===== src/rtl/fsd1_pkg.sv =====
// Shared constants and state encoding for the FSd1 sweep scheduler.
package fsd1_pkg;

  localparam logic [7:0] CMD_F = 8'h46;
  localparam logic [7:0] CMD_S = 8'h53;
  localparam logic [7:0] CMD_N = 8'h4E;
  localparam logic [7:0] CMD_D = 8'h44;
  localparam logic [7:0] CMD_C = 8'h43;
  localparam logic [7:0] CMD_G = 8'h47;
  localparam logic [7:0] CMD_X = 8'h58;

  localparam logic [7:0] RSP_END   = 8'h45;
  localparam logic [7:0] RSP_ABORT = 8'h41;

  typedef enum logic [2:0] {
    ST_IDLE,
    ST_ARG,
    ST_SETTLE,
    ST_DWELL,
    ST_SEND,
    ST_END,
    ST_ABORT
  } state_t;

  function automatic logic [15:0] sat_inc(input logic [15:0] a);
    return (a == 16'hFFFF) ? a : a + 16'd1;
  endfunction

endpackage


===== src/rtl/sweep_cmd_parser.sv =====
// Collects UART command bytes while idle and commits sweep configuration
// registers; emits go/abort pulses for the sweep sequencer.
module sweep_cmd_parser
  import fsd1_pkg::*;
#(
  parameter int unsigned FTW_W = 16
) (
  input  logic             clk,
  input  logic             rst,
  input  logic             i_en,
  input  logic             i_rx_valid,
  input  logic [7:0]       i_rx_data,
  output logic [FTW_W-1:0] o_start,
  output logic [FTW_W-1:0] o_step,
  output logic [8:0]       o_npts,
  output logic [15:0]      o_dwell,
  output logic [1:0]       o_ch,
  output logic             o_go,
  output logic             o_abort
);

  state_t           r_state;
  state_t           w_state_nxt;
  logic [7:0]       r_cmd;
  logic             r_need2;
  logic [7:0]       r_hi;
  logic [FTW_W-1:0] r_start;
  logic [FTW_W-1:0] r_step;
  logic [8:0]       r_npts;
  logic [15:0]      r_dwell;
  logic [1:0]       r_ch;

  logic             w_go;
  logic             w_load_cmd;
  logic             w_commit;
  logic             w_hi_load;
  logic [15:0]      w_arg16;

  assign w_arg16 = {r_hi, i_rx_data};

  always_ff @(posedge clk) begin
    if (rst) r_state <= ST_IDLE;
    else     r_state <= w_state_nxt;
  end

  always_comb begin
    w_state_nxt = r_state;
    w_go        = 1'b0;
    w_load_cmd  = 1'b0;
    w_commit    = 1'b0;
    w_hi_load   = 1'b0;
    case (r_state)
      ST_IDLE: begin
        if (i_rx_valid && i_en) begin
          case (i_rx_data)
            CMD_F, CMD_S, CMD_D, CMD_N, CMD_C: begin
              w_load_cmd  = 1'b1;
              w_state_nxt = ST_ARG;
            end
            CMD_G:   w_go = 1'b1;
            default: ;
          endcase
        end
      end
      ST_ARG: begin
        // Every byte here is argument data, 'X' included.
        if (i_rx_valid) begin
          if (r_need2) begin
            w_hi_load = 1'b1;
          end else begin
            w_commit    = 1'b1;
            w_state_nxt = ST_IDLE;
          end
        end
      end
      default: w_state_nxt = ST_IDLE;
    endcase
  end

  always_ff @(posedge clk) begin
    if (rst) begin
      r_cmd   <= '0;
      r_need2 <= 1'b0;
      r_hi    <= '0;
      r_start <= '0;
      r_step  <= '0;
      r_npts  <= 9'd1;
      r_dwell <= 16'd1;
      r_ch    <= '0;
    end else begin
      if (w_load_cmd) begin
        r_cmd   <= i_rx_data;
        r_need2 <= (i_rx_data == CMD_F) || (i_rx_data == CMD_S) || (i_rx_data == CMD_D);
      end
      if (w_hi_load) begin
        r_hi    <= i_rx_data;
        r_need2 <= 1'b0;
      end
      if (w_commit) begin
        case (r_cmd)
          CMD_F: r_start <= w_arg16;
          CMD_S: r_step  <= w_arg16;
          CMD_D: r_dwell <= (w_arg16 == 16'd0) ? 16'd1 : w_arg16;
          CMD_N: r_npts  <= (i_rx_data == 8'd0) ? 9'd256 : {1'b0, i_rx_data};
          CMD_C: if (i_rx_data[1:0] != 2'b11) r_ch <= i_rx_data[1:0];
          default: ;
        endcase
      end
    end
  end

  assign o_start = r_start;
  assign o_step  = r_step;
  assign o_npts  = r_npts;
  assign o_dwell = r_dwell;
  assign o_ch    = r_ch;
  assign o_go    = w_go;
  assign o_abort = i_rx_valid && !i_en && (i_rx_data == CMD_X);

endmodule


===== src/rtl/sweep_ctrl.sv =====
// Sweep scheduler: steps the LO tuning word point by point, integrates the
// selected mixer channel over a dwell window and streams results over UART.
module sweep_ctrl
  import fsd1_pkg::*;
#(
  parameter int unsigned FTW_W  = 16,
  parameter int unsigned SETTLE = 4
) (
  input  logic             clk,
  input  logic             rst,
  input  logic             rx_valid,
  input  logic [7:0]       rx_data,
  output logic             tx_valid,
  input  logic             tx_ready,
  output logic [7:0]       tx_data,
  output logic [FTW_W-1:0] lo_ftw,
  output logic             lo_en,
  input  logic [2:0]       mix_in,
  output logic             busy,
  output logic [1:0]       led
);

  localparam logic [7:0] SETTLE_LAST = 8'(SETTLE - 1);

  logic [FTW_W-1:0] w_start;
  logic [FTW_W-1:0] w_step;
  logic [8:0]       w_npts;
  logic [15:0]      w_dwell;
  logic [1:0]       w_ch;
  logic             w_go;
  logic             w_abort;

  state_t           r_state,      w_state_nxt;
  logic [FTW_W-1:0] r_ftw,        w_ftw_nxt;
  logic             r_lo_en,      w_lo_en_nxt;
  logic             r_busy,       w_busy_nxt;
  logic             r_led1,       w_led1_nxt;
  logic [7:0]       r_k,          w_k_nxt;
  logic [15:0]      r_acc,        w_acc_nxt;
  logic [7:0]       r_settle_cnt, w_settle_cnt_nxt;
  logic [15:0]      r_dwell_cnt,  w_dwell_cnt_nxt;
  logic [1:0]       r_bidx,       w_bidx_nxt;
  logic             r_abort_pend, w_abort_pend_nxt;
  logic             r_tx_valid,   w_tx_valid_nxt;
  logic [7:0]       r_tx_data,    w_tx_data_nxt;

  logic             w_sample;
  logic             w_hs;
  logic             w_last_pt;

  sweep_cmd_parser #(
    .FTW_W (FTW_W)
  ) u_parser (
    .clk        (clk),
    .rst        (rst),
    .i_en       (r_state == ST_IDLE),
    .i_rx_valid (rx_valid),
    .i_rx_data  (rx_data),
    .o_start    (w_start),
    .o_step     (w_step),
    .o_npts     (w_npts),
    .o_dwell    (w_dwell),
    .o_ch       (w_ch),
    .o_go       (w_go),
    .o_abort    (w_abort)
  );

  assign w_sample  = (w_ch == 2'd0) ? mix_in[0] :
                     (w_ch == 2'd1) ? mix_in[1] : mix_in[2];
  assign w_hs      = r_tx_valid && tx_ready;
  assign w_last_pt = (({1'b0, r_k} + 9'd1) == w_npts);

  always_ff @(posedge clk) begin
    if (rst) begin
      r_state      <= ST_IDLE;
      r_ftw        <= '0;
      r_lo_en      <= 1'b0;
      r_busy       <= 1'b0;
      r_led1       <= 1'b0;
      r_k          <= '0;
      r_acc        <= '0;
      r_settle_cnt <= '0;
      r_dwell_cnt  <= '0;
      r_bidx       <= '0;
      r_abort_pend <= 1'b0;
      r_tx_valid   <= 1'b0;
      r_tx_data    <= '0;
    end else begin
      r_state      <= w_state_nxt;
      r_ftw        <= w_ftw_nxt;
      r_lo_en      <= w_lo_en_nxt;
      r_busy       <= w_busy_nxt;
      r_led1       <= w_led1_nxt;
      r_k          <= w_k_nxt;
      r_acc        <= w_acc_nxt;
      r_settle_cnt <= w_settle_cnt_nxt;
      r_dwell_cnt  <= w_dwell_cnt_nxt;
      r_bidx       <= w_bidx_nxt;
      r_abort_pend <= w_abort_pend_nxt;
      r_tx_valid   <= w_tx_valid_nxt;
      r_tx_data    <= w_tx_data_nxt;
    end
  end

  always_comb begin
    w_state_nxt      = r_state;
    w_ftw_nxt        = r_ftw;
    w_lo_en_nxt      = r_lo_en;
    w_busy_nxt       = r_busy;
    w_led1_nxt       = r_led1;
    w_k_nxt          = r_k;
    w_acc_nxt        = r_acc;
    w_settle_cnt_nxt = r_settle_cnt;
    w_dwell_cnt_nxt  = r_dwell_cnt;
    w_bidx_nxt       = r_bidx;
    w_abort_pend_nxt = r_abort_pend;
    w_tx_valid_nxt   = r_tx_valid;
    w_tx_data_nxt    = r_tx_data;
    case (r_state)
      ST_IDLE: begin
        if (w_go) begin
          w_state_nxt      = ST_SETTLE;
          w_ftw_nxt        = w_start;
          w_lo_en_nxt      = 1'b1;
          w_busy_nxt       = 1'b1;
          w_k_nxt          = '0;
          w_acc_nxt        = '0;
          w_settle_cnt_nxt = '0;
          w_abort_pend_nxt = 1'b0;
        end
      end
      ST_SETTLE: begin
        if (w_abort) begin
          w_state_nxt    = ST_ABORT;
          w_tx_valid_nxt = 1'b1;
          w_tx_data_nxt  = RSP_ABORT;
        end else if (r_settle_cnt == SETTLE_LAST) begin
          w_state_nxt     = ST_DWELL;
          w_dwell_cnt_nxt = '0;
        end else begin
          w_settle_cnt_nxt = r_settle_cnt + 8'd1;
        end
      end
      ST_DWELL: begin
        if (w_abort) begin
          w_state_nxt    = ST_ABORT;
          w_tx_valid_nxt = 1'b1;
          w_tx_data_nxt  = RSP_ABORT;
        end else begin
          if (w_sample) w_acc_nxt = sat_inc(r_acc);
          if (r_dwell_cnt == w_dwell - 16'd1) begin
            w_state_nxt    = ST_SEND;
            w_bidx_nxt     = '0;
            w_tx_valid_nxt = 1'b1;
            w_tx_data_nxt  = r_k;
          end else begin
            w_dwell_cnt_nxt = r_dwell_cnt + 16'd1;
          end
        end
      end
      ST_SEND: begin
        // An abort seen together with a handshake (or latched while waiting)
        // lets the current byte finish, then replaces the rest with 'A'.
        if (w_hs) begin
          if (r_abort_pend || w_abort) begin
            w_state_nxt      = ST_ABORT;
            w_abort_pend_nxt = 1'b0;
            w_tx_data_nxt    = RSP_ABORT;
          end else if (r_bidx == 2'd2) begin
            if (w_last_pt) begin
              w_state_nxt   = ST_END;
              w_tx_data_nxt = RSP_END;
            end else begin
              w_state_nxt      = ST_SETTLE;
              w_k_nxt          = r_k + 8'd1;
              w_ftw_nxt        = r_ftw + w_step;
              w_acc_nxt        = '0;
              w_settle_cnt_nxt = '0;
              w_tx_valid_nxt   = 1'b0;
            end
          end else begin
            w_bidx_nxt    = r_bidx + 2'd1;
            w_tx_data_nxt = (r_bidx == 2'd0) ? r_acc[15:8] : r_acc[7:0];
          end
        end else if (w_abort) begin
          w_abort_pend_nxt = 1'b1;
        end
      end
      ST_END: begin
        if (w_hs) begin
          w_state_nxt    = ST_IDLE;
          w_tx_valid_nxt = 1'b0;
          w_lo_en_nxt    = 1'b0;
          w_busy_nxt     = 1'b0;
          w_led1_nxt     = ~r_led1;
        end
      end
      ST_ABORT: begin
        if (w_hs) begin
          w_state_nxt    = ST_IDLE;
          w_tx_valid_nxt = 1'b0;
          w_lo_en_nxt    = 1'b0;
          w_busy_nxt     = 1'b0;
        end
      end
      default: w_state_nxt = ST_IDLE;
    endcase
  end

  assign tx_valid = r_tx_valid;
  assign tx_data  = r_tx_data;
  assign lo_ftw   = r_ftw;
  assign lo_en    = r_lo_en;
  assign busy     = r_busy;
  assign led      = {r_led1, r_busy};

endmodule


===== config.mk =====
export PLATFORM = sky130hd
export DESIGN_NAME = sweep_ctrl
export DESIGN_NICKNAME = d
export VERILOG_FILES = /design/src/rtl/fsd1_pkg.sv /design/src/rtl/sweep_cmd_parser.sv /design/src/rtl/sweep_ctrl.sv
export SDC_FILE = /design/constraint.sdc
export NUM_CORES = 1
export LEC_CHECK = 0
export CAP_MARGIN = 5
export CORE_MARGIN = 1
export CORE_UTILIZATION = 59
export DETAILED_ROUTE_END_ITERATION = 12
export PLACE_DENSITY = 0.78
export SLEW_MARGIN = 5
export SYNTH_ARGS = -nofsm -noshare
export SYNTH_HDL_FRONTEND = slang
export SYNTH_SLANG_ARGS = --single-unit

===== constraint.sdc =====
create_clock -name clk -period 8.9 [get_ports clk]
set_clock_uncertainty 0.15 [all_clocks]
set_input_delay 2.67 -clock clk [delete_from_list [all_inputs] [get_ports clk]]
set_output_delay 2.67 -clock clk [all_outputs]
set_load 0.01 [all_outputs]

==> metrics, run 1 <==
most common cell in the netlist=nand2_1; largest net degree at the start of global routing=73; DR pass1 iterations=9; first-pass GRT wire length=38,100 um; Post-synth EDFFs=0; Yosys reg bits=158; post-cts hold buffer count=0; Slew HR=0.314; number of setup buffers added after CTS=0; Setup TNS Final=0 ps; Mapped Area=a little under 9000 um2; status=finished, violations left; initial antenna violation count=0; Wirelength per Cell=17.5 um; CTS H-tree depth=4; HPWL after DPL=16,200 um; worst slew pin tran=~1000 ps; Slew Viols, Final=0; Port Buffer Count=between 40 and 50; met2 Use GR=0.487; clock root buffer master=clkbuf_16; Layout area overhead=11.1%; Die Wd=125 um; Synth warnings=0; Initial DRC Count=793; RePlAce Congestion=0.907; clk_lat worst skew=440 ps; final setup vio count=0; failing checks=design-rule violations; max-cap violation count=0; RSZ-0062 raised after global routing=false; Routed Wire Length=23,300 um; vias in the first global route=between 7,000 and 8,000; dominant synthesized flop cell=dfxtp_1; Max FO, Critical Path=50; Period minus WS final=5900 ps; number of diodes=0; power per cell area=144 nW/um2; global route total overflow=0; Avg Inst Size Synth=about 7.9 um2; commonest cells in the netlist=nand2_1, dfxtp_1, a21oi_1; Setup crit end kind=flop; design area=9880 um2; Comb power frac=0.025; GRT Max-Usage Layer=met2; die span in y=about 120 um; non-filler cells, final=about 1,300; top cells by area, synth=dfxtp_1, nand2_1, a21oi_1; P_sw=0.000344 W; TritonCTS Buffers=17; I/O pins=44; core area=14,600 um2; clock share of power=0.478; CTS tree=built; Cells after Synth=1,130; initial core utilization=0.607; placement row count=44; DRC=4; clock slew at reported path FFs=70 ps; Hold Slack=304 ps; met3 GRT Util=0.0533; peak supply drop=0.000139 V; P_int=0.00108 W; post-synth top area cell=dfxtp_1; Synth async-reset ratio=0; post_cts resized=0; Period Utilization, post-route=0.663; number of clock sinks=158; Total Nets Final=about 1,200; GR Util All Layers=0.306; Leak=roughly 3.5 nW; CP Class=input pin to flop; final core occ=0.675; Syn Nets=~1,200; Worst Path Required=9110 ps; dpl cells=1,298; switching part of the total power=0.241; Synth top area share=0.356; Hold Path Class=flop to flop; fmax=0.170 GHz; ANT nets after route=0; share of layout cells above drive strength 1=0.0750; met1 Use GR=0.400; Seq pwr share=0.497; Final Hold Vio Count=0; R2R Setup Slk=5180 ps; die area=around 16,000 um2; crit start category=input pin; Synth cell types=77; via count=8,219; drt via density=6.18; area post-placement=around 9300 um2; Data arrival, critical path=6110 ps; post-synthesis sequential area ratio=0.356; clk buf depth=2
final timing paths:
kind,cells after the start,to,startpoint
setup / recovery,10,r_acc[15],rx_data[6]
setup reg to reg,9,tx_data[0],r_k[0]
hold / removal,2,u_parser.r_cmd[6],u_parser.r_cmd[6]
hold reg to reg,2,u_parser.r_cmd[6],u_parser.r_cmd[6]
per-layer routing:
layer	up-vias	part of all wire
li1	4036	-
met1	3825	0.44
met2	303	0.46
met3	55	0.061
met4	0	0.035
met5	-	0
critical path, cell delays in order:
cell and delay, ps:
clkdlybuf4s50_1 620, nor3b_1 700, nand3b_1 270, nor3_1 270
nand2_1 130, a31oi_4 170, buf_4 440, o2111ai_1 290
or3_1 400, a21oi_1 140
cell families (layout without fill, tap and decap cells):
| kind of cell | count (synthesis) | after routing | synth area share |
|---|---|---|---|
| AOI/OAI and AO/OA | 267 | 267 | 0.198 |
| xor gates and xnor gates | 49 | 49 | 0.0483 |
| buffers and inverters | 95 | 111 | 0.0449 |
| and+or+nand+nor | 500 | 500 | 0.277 |
| DFF | 158 | 158 | 0.356 |
| muxes | 38 | 38 | 0.0431 |
| adders and majority gates | 23 | 23 | 0.0332 |
through the flow:
| stage | power, W | worst slack [ps] |
|---|---|---|
| after floorplan | 0.000744 | 3990 |
| after global placement | 0.000758 | 2780 |
| after detailed placement | 0.000759 | 2640 |
| after CTS | 0.00143 | 3070 |
| after global routing | 0.00146 | 2780 |
| final | 0.00142 | 3000 |
power by group through the flow:
stage	sequential, W	clock (W)	combinational, W
5_1_grt	0.000707	0.000719	0.0000387
3_5_place_dp	0.000724	0	0.0000351
3_3_place_gp	0.000724	0	0.0000345
6_report	0.000708	0.000681	0.0000358
4_1_cts	0.000708	0.000690	0.0000353
2_1_floorplan	0.000724	0	0.0000206
state kept, by name, summed over array words and instances, names as in the netlist:
name              cells
r_state               3
u_parser.r_hi         8
r_settle_cnt          8
tx_valid              1
u_parser.o_dwell     16
r_bidx                2
u_parser.o_step      16
tx_data               8
busy                  1
r_k                   8
u_parser.o_npts       9
u_parser.r_need2      1
u_parser.r_cmd        8
r_led1                1
r_acc                16
u_parser.r_state      1
r_dwell_cnt          16
u_parser.o_start     16
r_abort_pend          1
u_parser.o_ch         2
lo_ftw               16
cell type report:
| class | count | area [um2] |
|---|---|---|
| repair buffers | 53 | 503 |
| well taps | 184 | 230 |
| inverters | 26 | 97.6 |
| multi-input cells | 877 | 5350 |
| fillers | 1234 | 4760 |
| flip-flops and latches | 158 | 3160 |
| clock buffers | 19 | 433 |
| clock inverters | 13 | 110 |
cells in the final DEF (no fill, tap or decap), types with 5 or more instances in the layout:
cell	count
a211oi_1	10
a21o_1	7
a21oi_1	108
a311oi_1	16
a31oi_1	11
and2_1	7
and3_1	23
buf_4	11
clkbuf_16	17
clkdlybuf4s50_1	42
dfxtp_1	158
ha_1	22
inv_1	26
mux2i_1	36
nand2_1	210
nand2b_1	6
nand3_1	29
nand3b_1	9
nand4_1	10
nor2_1	90
nor2b_1	9
nor3_1	20
nor3_2	7
nor4_1	12
o211ai_1	8
o21a_1	9
o21ai_0	39
o31ai_1	5
o32ai_1	6
or2_2	17
or3_1	22
or4_1	8
xnor2_1	29
xor2_1	20
Note: power is estimated with default switching activity, not from simulation.
==> run 2: changes to the inputs <==
==> constraint.sdc (replaced) <==
create_clock -name clk -period 6.2 [get_ports clk]
set_clock_uncertainty 0.15 [all_clocks]
set_input_delay 1.86 -clock clk [delete_from_list [all_inputs] [get_ports clk]]
set_output_delay 1.86 -clock clk [all_outputs]
set_load 0.01 [all_outputs]
==> run 2 against run 1 <==
Against the previous run:
- worst hold slack worse by 2.6 ps
- total power up 50%
- clock-buffer cell count unchanged
- critical path depth down 1
- combinational power up 53%
- the run still ends with design-rule violations left
==> metrics, run 2 (synthesis results as in run 1) <==
core area=14,600 um2; TritonCTS Buffers=17; Hold Slack=301 ps; Period minus WS final=5050 ps; RSZ-0062 raised after global routing=false; Slew HR=0.211; clk buf depth=2; largest net degree at the start of global routing=68; GR Util All Layers=0.297; Initial DRC Count=713; Routed Wire Length=between 20,000 and 25,000 um; met1 WL=just over 10,000 um; crit start category=input pin; highest metal used=met4; slowest stage cell, crit path=clkdlybuf4s50_1; metal2 WL=about 11,000 um; status=finished, violations left; placement row count=44; share of layout cells above drive strength 1=0.0792; Worst Path Required=6410 ps; fmax=0.198 GHz; Data arrival, critical path=5260 ps; post_cts resized=0; HPWL after DPL=15,300 um; drt via density=6.15; final setup vio count=0; post-cts hold buffer count=0; ANT nets after route=0; failing checks=design-rule violations; most frequent cells in the layout=nand2_1, dfxtp_1, a21oi_1; Die Wd=125 um; CP Class=input pin to flop; RePlAce Congestion=0.904; Total Nets Final=1,174; dpl cells=1,301; die span in y=125 um; final core occ=0.680; most common cell after layout, fill and taps aside=nand2_1; DRC=4; Wirelength per Cell=17.0 um; power per cell area=214 nW/um2; clk_lat worst skew=around 430 ps; global route total overflow=0; Hold Path Class=flop to flop; initial core utilization=0.607; Final Hold Vio Count=0; met3 wire length=1190 um; Max FO, Critical Path=24; Port Buffer Count=43; Setup TNS Final=0 ps; Crit path largest cell delay=680 ps; Leak=~3.5 nW; CTS tree=built; number of setup buffers added after CTS=0; Period Utilization, post-route=0.815; clock root buffer master=clkbuf_16; non-filler cells, final=1,333; peak supply drop=0.000182 V; first-pass GRT wire length=37,400 um; number of clock sinks=158; die area=15,600 um2; vias in the first global route=7,656; I/O pins=44; DR pass1 iterations=9; CTS H-tree depth=4; worst slew pin tran=around 1200 ps; max-cap violation count=0; critical-path cell list=clkdlybuf4s50_1 > nor3b_1 > nand3b_1 > nor3_1 > nand2_1 > a31oi_4 > o2111ai_1 > or3_1 > a21oi_1; Slew Viols, Final=0; via count=8,192; Power, Total=about 0.0021 W; Layout area overhead=11.9%; clock slew at reported path FFs=60 ps; initial antenna violation count=0; Setup crit end kind=flop; number of diodes=0
==> run 2: cell count changes in the layout (fill, tap and decap cells not counted), sizes merged <==
cell,delta
bufinv,+1
clkinvlp,-2
buf,+3
inv,+5
clkinv,-4
==> run 2: final cells by class <==
type	count	area, um2
Sequential cell	158	3160
Fill cell	1258	4690
Timing Repair Buffer	56	526
Clock buffer	19	453
Clock inverter	13	140
Tap cell	184	230
Multi-Input combinational cell	877	5350
Inverter	26	97.6
==> run 2: worst max-delay path: cells and delay by family <==
family,cells,cell delay (ps)
buffers and inverters,1,680
AOI/OAI and AO/OA,3,1090
and+or+nand+nor,5,1620
==> run 2: report_power, final <==
group	total (W)	switching [W]	leakage, nW	internal, W
Clock	0.00106	0.000470	0.288	0.000591
Combinational	0.0000546	0.0000364	1.95	0.0000182
Sequential	0.00102	0.000000647	1.27	0.00101
Total	0.00213	0.000507	3.51	0.00162
==> run 2: through the flow <==
| step | area, um2 | worst slack, ps |
|---|---|---|
| floorplan | 8890 | 2100 |
| global placement | 9360 | 872 |
| detailed placement | 9360 | 796 |
| CTS | 9950 | 1210 |
| global route | 9950 | 869 |
| finish | 9950 | 1150 |
==> run 2: path summary, 6_finish.rpt <==
kind,from,endpoint,slack (ps),cells past startpoint
worst max-delay path,rx_data[6],r_acc[15],1150,9
worst min register to register,u_parser.r_cmd[6],u_parser.r_cmd[6],300,2
worst min-delay path,u_parser.r_cmd[6],u_parser.r_cmd[6],300,2
worst max register to register,r_k[0],r_acc[15],2500,9
==> run 2: routing by layer <==
layer / track usage / up-vias
li1: - / 4041
met1: 0.376 / 3896
met2: 0.501 / 222
met3: 0.0541 / 33
met4: 0.113 / 0
met5: 0 / -
